<file path="config.mk">
export PLATFORM = sky130hd
export DESIGN_NAME = serial_add_ctrl
export DESIGN_NICKNAME = d
export VERILOG_FILES = /design/src/rtl/serial_add_ctrl.sv
export SDC_FILE = /design/constraint.sdc
export NUM_CORES = 1
export LEC_CHECK = 0
export CAP_MARGIN = 0
export CORE_UTILIZATION = 53
export DETAILED_ROUTE_END_ITERATION = 8
export GPL_TIMING_DRIVEN = 0
export PLACE_DENSITY = 0.79
export SYNTH_ARGS = -nofsm -noshare
export SYNTH_HDL_FRONTEND = slang
export SYNTH_SLANG_ARGS = --single-unit
export TNS_END_PERCENT = 5
</file>
<file path="constraint.sdc">
create_clock -name clk -period 3.55 [get_ports clk]
set_clock_uncertainty 0.1 [all_clocks]
set_input_delay 0.355 -clock clk [delete_from_list [all_inputs] [get_ports clk]]
set_output_delay 0.355 -clock clk [all_outputs]
set_load 0.01 [all_outputs]
</file>
<file path="src/rtl/serial_add_ctrl.sv">
// serial_add_ctrl: bit-serial adder that reuses one full-adder cell for every bit position.
//   clk    - system clock, rising edge
//   rst_n  - asynchronous active-low reset
//   start  - begin one addition (accepted only in IDLE)
//   a, b   - operands, latched when start is accepted
//   cin    - carry-in, latched when start is accepted
//   busy   - high while bits are being added
//   done   - one-cycle pulse when sum/cout are valid
//   sum    - result a+b+cin modulo 2^WIDTH, held until the next accepted start
//   cout   - carry-out of the full-width addition

module FA (
    output logic s,
    output logic Carry_out,
    input  logic x,
    input  logic y,
    input  logic Carry_in
);
    assign s         = x ^ y ^ Carry_in;
    assign Carry_out = (x & y) | (Carry_in & (x ^ y));
endmodule

module serial_add_ctrl #(
    parameter int WIDTH = 8
) (
    input  logic             clk,
    input  logic             rst_n,
    input  logic             start,
    input  logic [WIDTH-1:0] a,
    input  logic [WIDTH-1:0] b,
    input  logic             cin,
    output logic             busy,
    output logic             done,
    output logic [WIDTH-1:0] sum,
    output logic             cout
);
    localparam int CW = $clog2(WIDTH);

    typedef enum logic [1:0] {IDLE, RUN, DONE} state_t;

    state_t           state;
    logic [WIDTH-1:0] a_sr;
    logic [WIDTH-1:0] b_sr;
    logic             carry;
    logic [CW-1:0]    cnt;
    logic             fa_s;
    logic             fa_co;

    FA u_fa (
        .s        (fa_s),
        .Carry_out(fa_co),
        .x        (a_sr[0]),
        .y        (b_sr[0]),
        .Carry_in (carry)
    );

    always_ff @(posedge clk or negedge rst_n) begin
        if (!rst_n) begin
            state <= IDLE;
            a_sr  <= '0;
            b_sr  <= '0;
            carry <= 1'b0;
            cnt   <= '0;
            sum   <= '0;
            cout  <= 1'b0;
            busy  <= 1'b0;
            done  <= 1'b0;
        end else begin
            case (state)
                IDLE: begin
                    if (start) begin
                        a_sr  <= a;
                        b_sr  <= b;
                        carry <= cin;
                        cnt   <= '0;
                        busy  <= 1'b1;
                        state <= RUN;
                    end
                end
                RUN: begin
                    // Result bits arrive LSB first, so they enter at the MSB and drift down.
                    a_sr  <= a_sr >> 1;
                    b_sr  <= b_sr >> 1;
                    sum   <= {fa_s, sum[WIDTH-1:1]};
                    carry <= fa_co;
                    cnt   <= cnt + 1'b1;
                    if (cnt == CW'(WIDTH - 1)) begin
                        cout  <= fa_co;
                        busy  <= 1'b0;
                        done  <= 1'b1;
                        state <= DONE;
                    end
                end
                DONE: begin
                    done  <= 1'b0;
                    state <= IDLE;
                end
                default: begin
                    busy  <= 1'b0;
                    done  <= 1'b0;
                    state <= IDLE;
                end
            endcase
        end
    end
endmodule

</file>
==> impl_metrics.json <==
{
  "holdWs_ps": -32.24,
  "synth_top_cell_area_share_pct": 57.95,
  "netSwitchingFraction_pct": 37.19,
  "synth_nets": 160,
  "yosys-top-cells-area": "dfrtp_1 58%, o22ai_1 11%, nand2_1 7.4%",
  "finalNonFillerCells": 203,
  "path_buf_inv": 1,
  "r2r_slack_ps": 2040,
  "status": "finished with violations",
  "grt_pass1_vias": 1090,
  "worst_slew_pin_slew_ps": 716.3,
  "path_class": "reg -> out",
  "ant_nets": 0,
  "cts_max_level": 2,
  "grt-ovfl-total": 0,
  "cp_data_required_time_ps": 3090,
  "start_util_pct": 57.01,
  "slowest_stage": "clkdlybuf4s50_1",
  "ff2ff_path_depth": 4,
  "die-area_um2": 2900,
  "die_width_um": 53.86,
  "numCtsBuffers": 5,
  "antenna_found_initial": 0,
  "post_dp_cell_area_um2": 1763,
  "n_antenna_cell": 0,
  "synth_warnings": 0,
  "slew_headroom_pct": 52.25,
  "setup-violations-final": 0,
  "drc": 0,
  "switching_power_mw": 0.5578,
  "hold_path_class": "in -> async",
  "fp-row-count": 18,
  "drt_pre_antenna_iters": 4,
  "io_pins": 31,
  "nets": 197,
  "cts_resized": 0,
  "grt_usage_pct": 24.40,
  "power_density_nw_per_um2": 833.0,
  "wl_met2_um": 1520,
  "yosysTopAreaCell": "dfrtp_1",
  "max_stage_delay_ps": 550,
  "cp_cell_sequence": "clkdlybuf4s50_1",
  "final_common_cell": "dfrtp_1",
  "gp_congestion": 0.8126,
  "drtIter0Drc": 30,
  "dp_slack_ps": 1386,
  "cp-end-kind": "output port",
  "fin_ws_ps": 1839,
  "ctsHoldBuffers": 0,
  "max_clock_freq_mhz": 584.5,
  "avgSynthCellArea_um2": 10.40,
  "path_clk_slew_ps": 100,
  "setup_tns_ps": 0,
  "avgRoutedWirePerCell_um": 14.91,
  "yosysUniqueCellTypes": 23,
  "p_seq_share_pct": 44.4,
  "dr.max_layer_used": "met4",
  "violations": "negative hold slack",
  "syn_to_final_growth_pct": 26.34,
  "r2r_end": "cout",
  "vias_per_cell": 5.872,
  "place_hpwl_um": 2148,
  "worst_ir_drop_vdd_uv": 580.9,
  "met3_length_um": 154,
  "power_frac_comb_pct": 43.3,
  "io_buffers": 30,
  "clkSinkCount": 33,
  "grt_max_degree": 34,
  "cap_violations": 0,
  "clock-root-buffer": "clkbuf_4",
  "rsz0062_at_grt": "false",
  "clkPwrFrac_pct": 12.3,
  "netlist_instances": 137,
  "synth_area_um2": 1425,
  "r2r_start": "cnt[0]",
  "dr_total_vias": 1192,
  "insertion_delay_ps": 330,
  "stdcell_area_um2": 1800,
  "dp_cells": 197,
  "ys_seq_elements": 33,
  "final_cell_mix": "33 x dfrtp_1, 29 x clkdlybuf4s50_1, 28 x nand2_1",
  "period_needed_ps": 1711,
  "p_leak_nw": 0.7868,
  "core_um2": 2500,
  "cpLargestDelayFamily": "buffers and inverters",
  "cp-start-kind": "flop",
  "finalHoldViolCount": 33,
  "grt_pass1_wl_um": 4809,
  "maxSlewViolCount": 0,
  "clockBufferDepth": 2,
  "finalPower_mw": 1.500,
  "intPower_mw": 0.9420,
  "m1WireLength_um": 1338,
  "seq_area_frac_synth_pct": 57.95,
  "cts_tree": "built",
  "die_h_um": 53.86,
  "post-route-period-util_pct": 48.19,
  "wl_um": 3026,
  "crit_path_start": "sum[6]",
  "worstPathMaxFanout": 3,
  "cts_setup_buffers": 0,
  "crit_arrival_ps": 1260,
  "post-route-util_pct": 72.02,
  "drive_gt1_share_pct": 9.249
}
[power by group through the flow]
stage / Sequential (mW) / Clock (mW) / Combinational, mW
2_1_floorplan: 0.672 / 0 / 0.395
3_3_place_gp: 0.660 / 0 / 0.620
3_5_place_dp: 0.671 / 0 / 0.655
4_1_cts: 0.664 / 0.191 / 0.656
5_1_grt: 0.686 / 0.205 / 0.725
6_report: 0.665 / 0.185 / 0.650
[routing by layer]
layer	global-route usage [%]	vias to the layer above
met5	0	-
met4	8.772	0
met3	9.605	2
met2	39.09	40
met1	29.53	578
li1	-	572
[flip-flops by register name, indices dropped and copies added, names as in the netlist]
| register | flops |
|---|---|
| state | 2 |
| cnt | 3 |
| done | 1 |
| cout | 1 |
| b_sr | 8 |
| carry | 1 |
| busy | 1 |
| sum | 8 |
| a_sr | 8 |
[cells in the mapped netlist]
library cell and number:
a21oi_1 12, a22o_1 2, a2bb2oi_1 4, a32o_1 1, and2_4 1, buf_2 5, buf_6 1, clkbuf_1 3
dfrtp_1 33, fa_1 1, ha_1 2, inv_1 1, inv_2 1, mux2_1 1, nand2_1 28, nand2b_1 4
nor2_1 4, nor2b_1 2, o21ai_0 4, o21bai_1 1, o221a_2 1, o22ai_1 24, or4b_1 1
[how the worst max path moves through the flow]
stage          endpoint  cells after the start
2_1_floorplan      cout                      4
3_3_place_gp    b_sr[5]                      1
3_5_place_dp    b_sr[5]                      1
4_1_cts         b_sr[1]                      1
5_1_grt          sum[7]                      1
6_report         sum[6]                      1
[cells by family (layout without fill, tap and decap cells)]
logic type      count (synthesis)  after routing  synth area share (%)
flops                          33             33                 57.95
simple gates                   40             40                 12.38
fa+ha+maj                       3              3                 3.160
compound gates                 49             49                 21.86
mux                             1              1                0.7901
buf+inv                        11             47                 3.862
[final cells by class]
type | instances | area [µm²]
Multi-Input combinational cell | 93 | 544.3
Inverter | 2 | 7.507
Fill cell | 191 | 699.4
Sequential cell | 33 | 825.8
Tap cell | 30 | 37.54
Buffer | 9 | 47.55
Clock inverter | 1 | 5.005
Clock buffer | 5 | 37.54
Timing Repair Buffer | 30 | 295.3
Note: power is estimated with default switching activity, not from simulation.
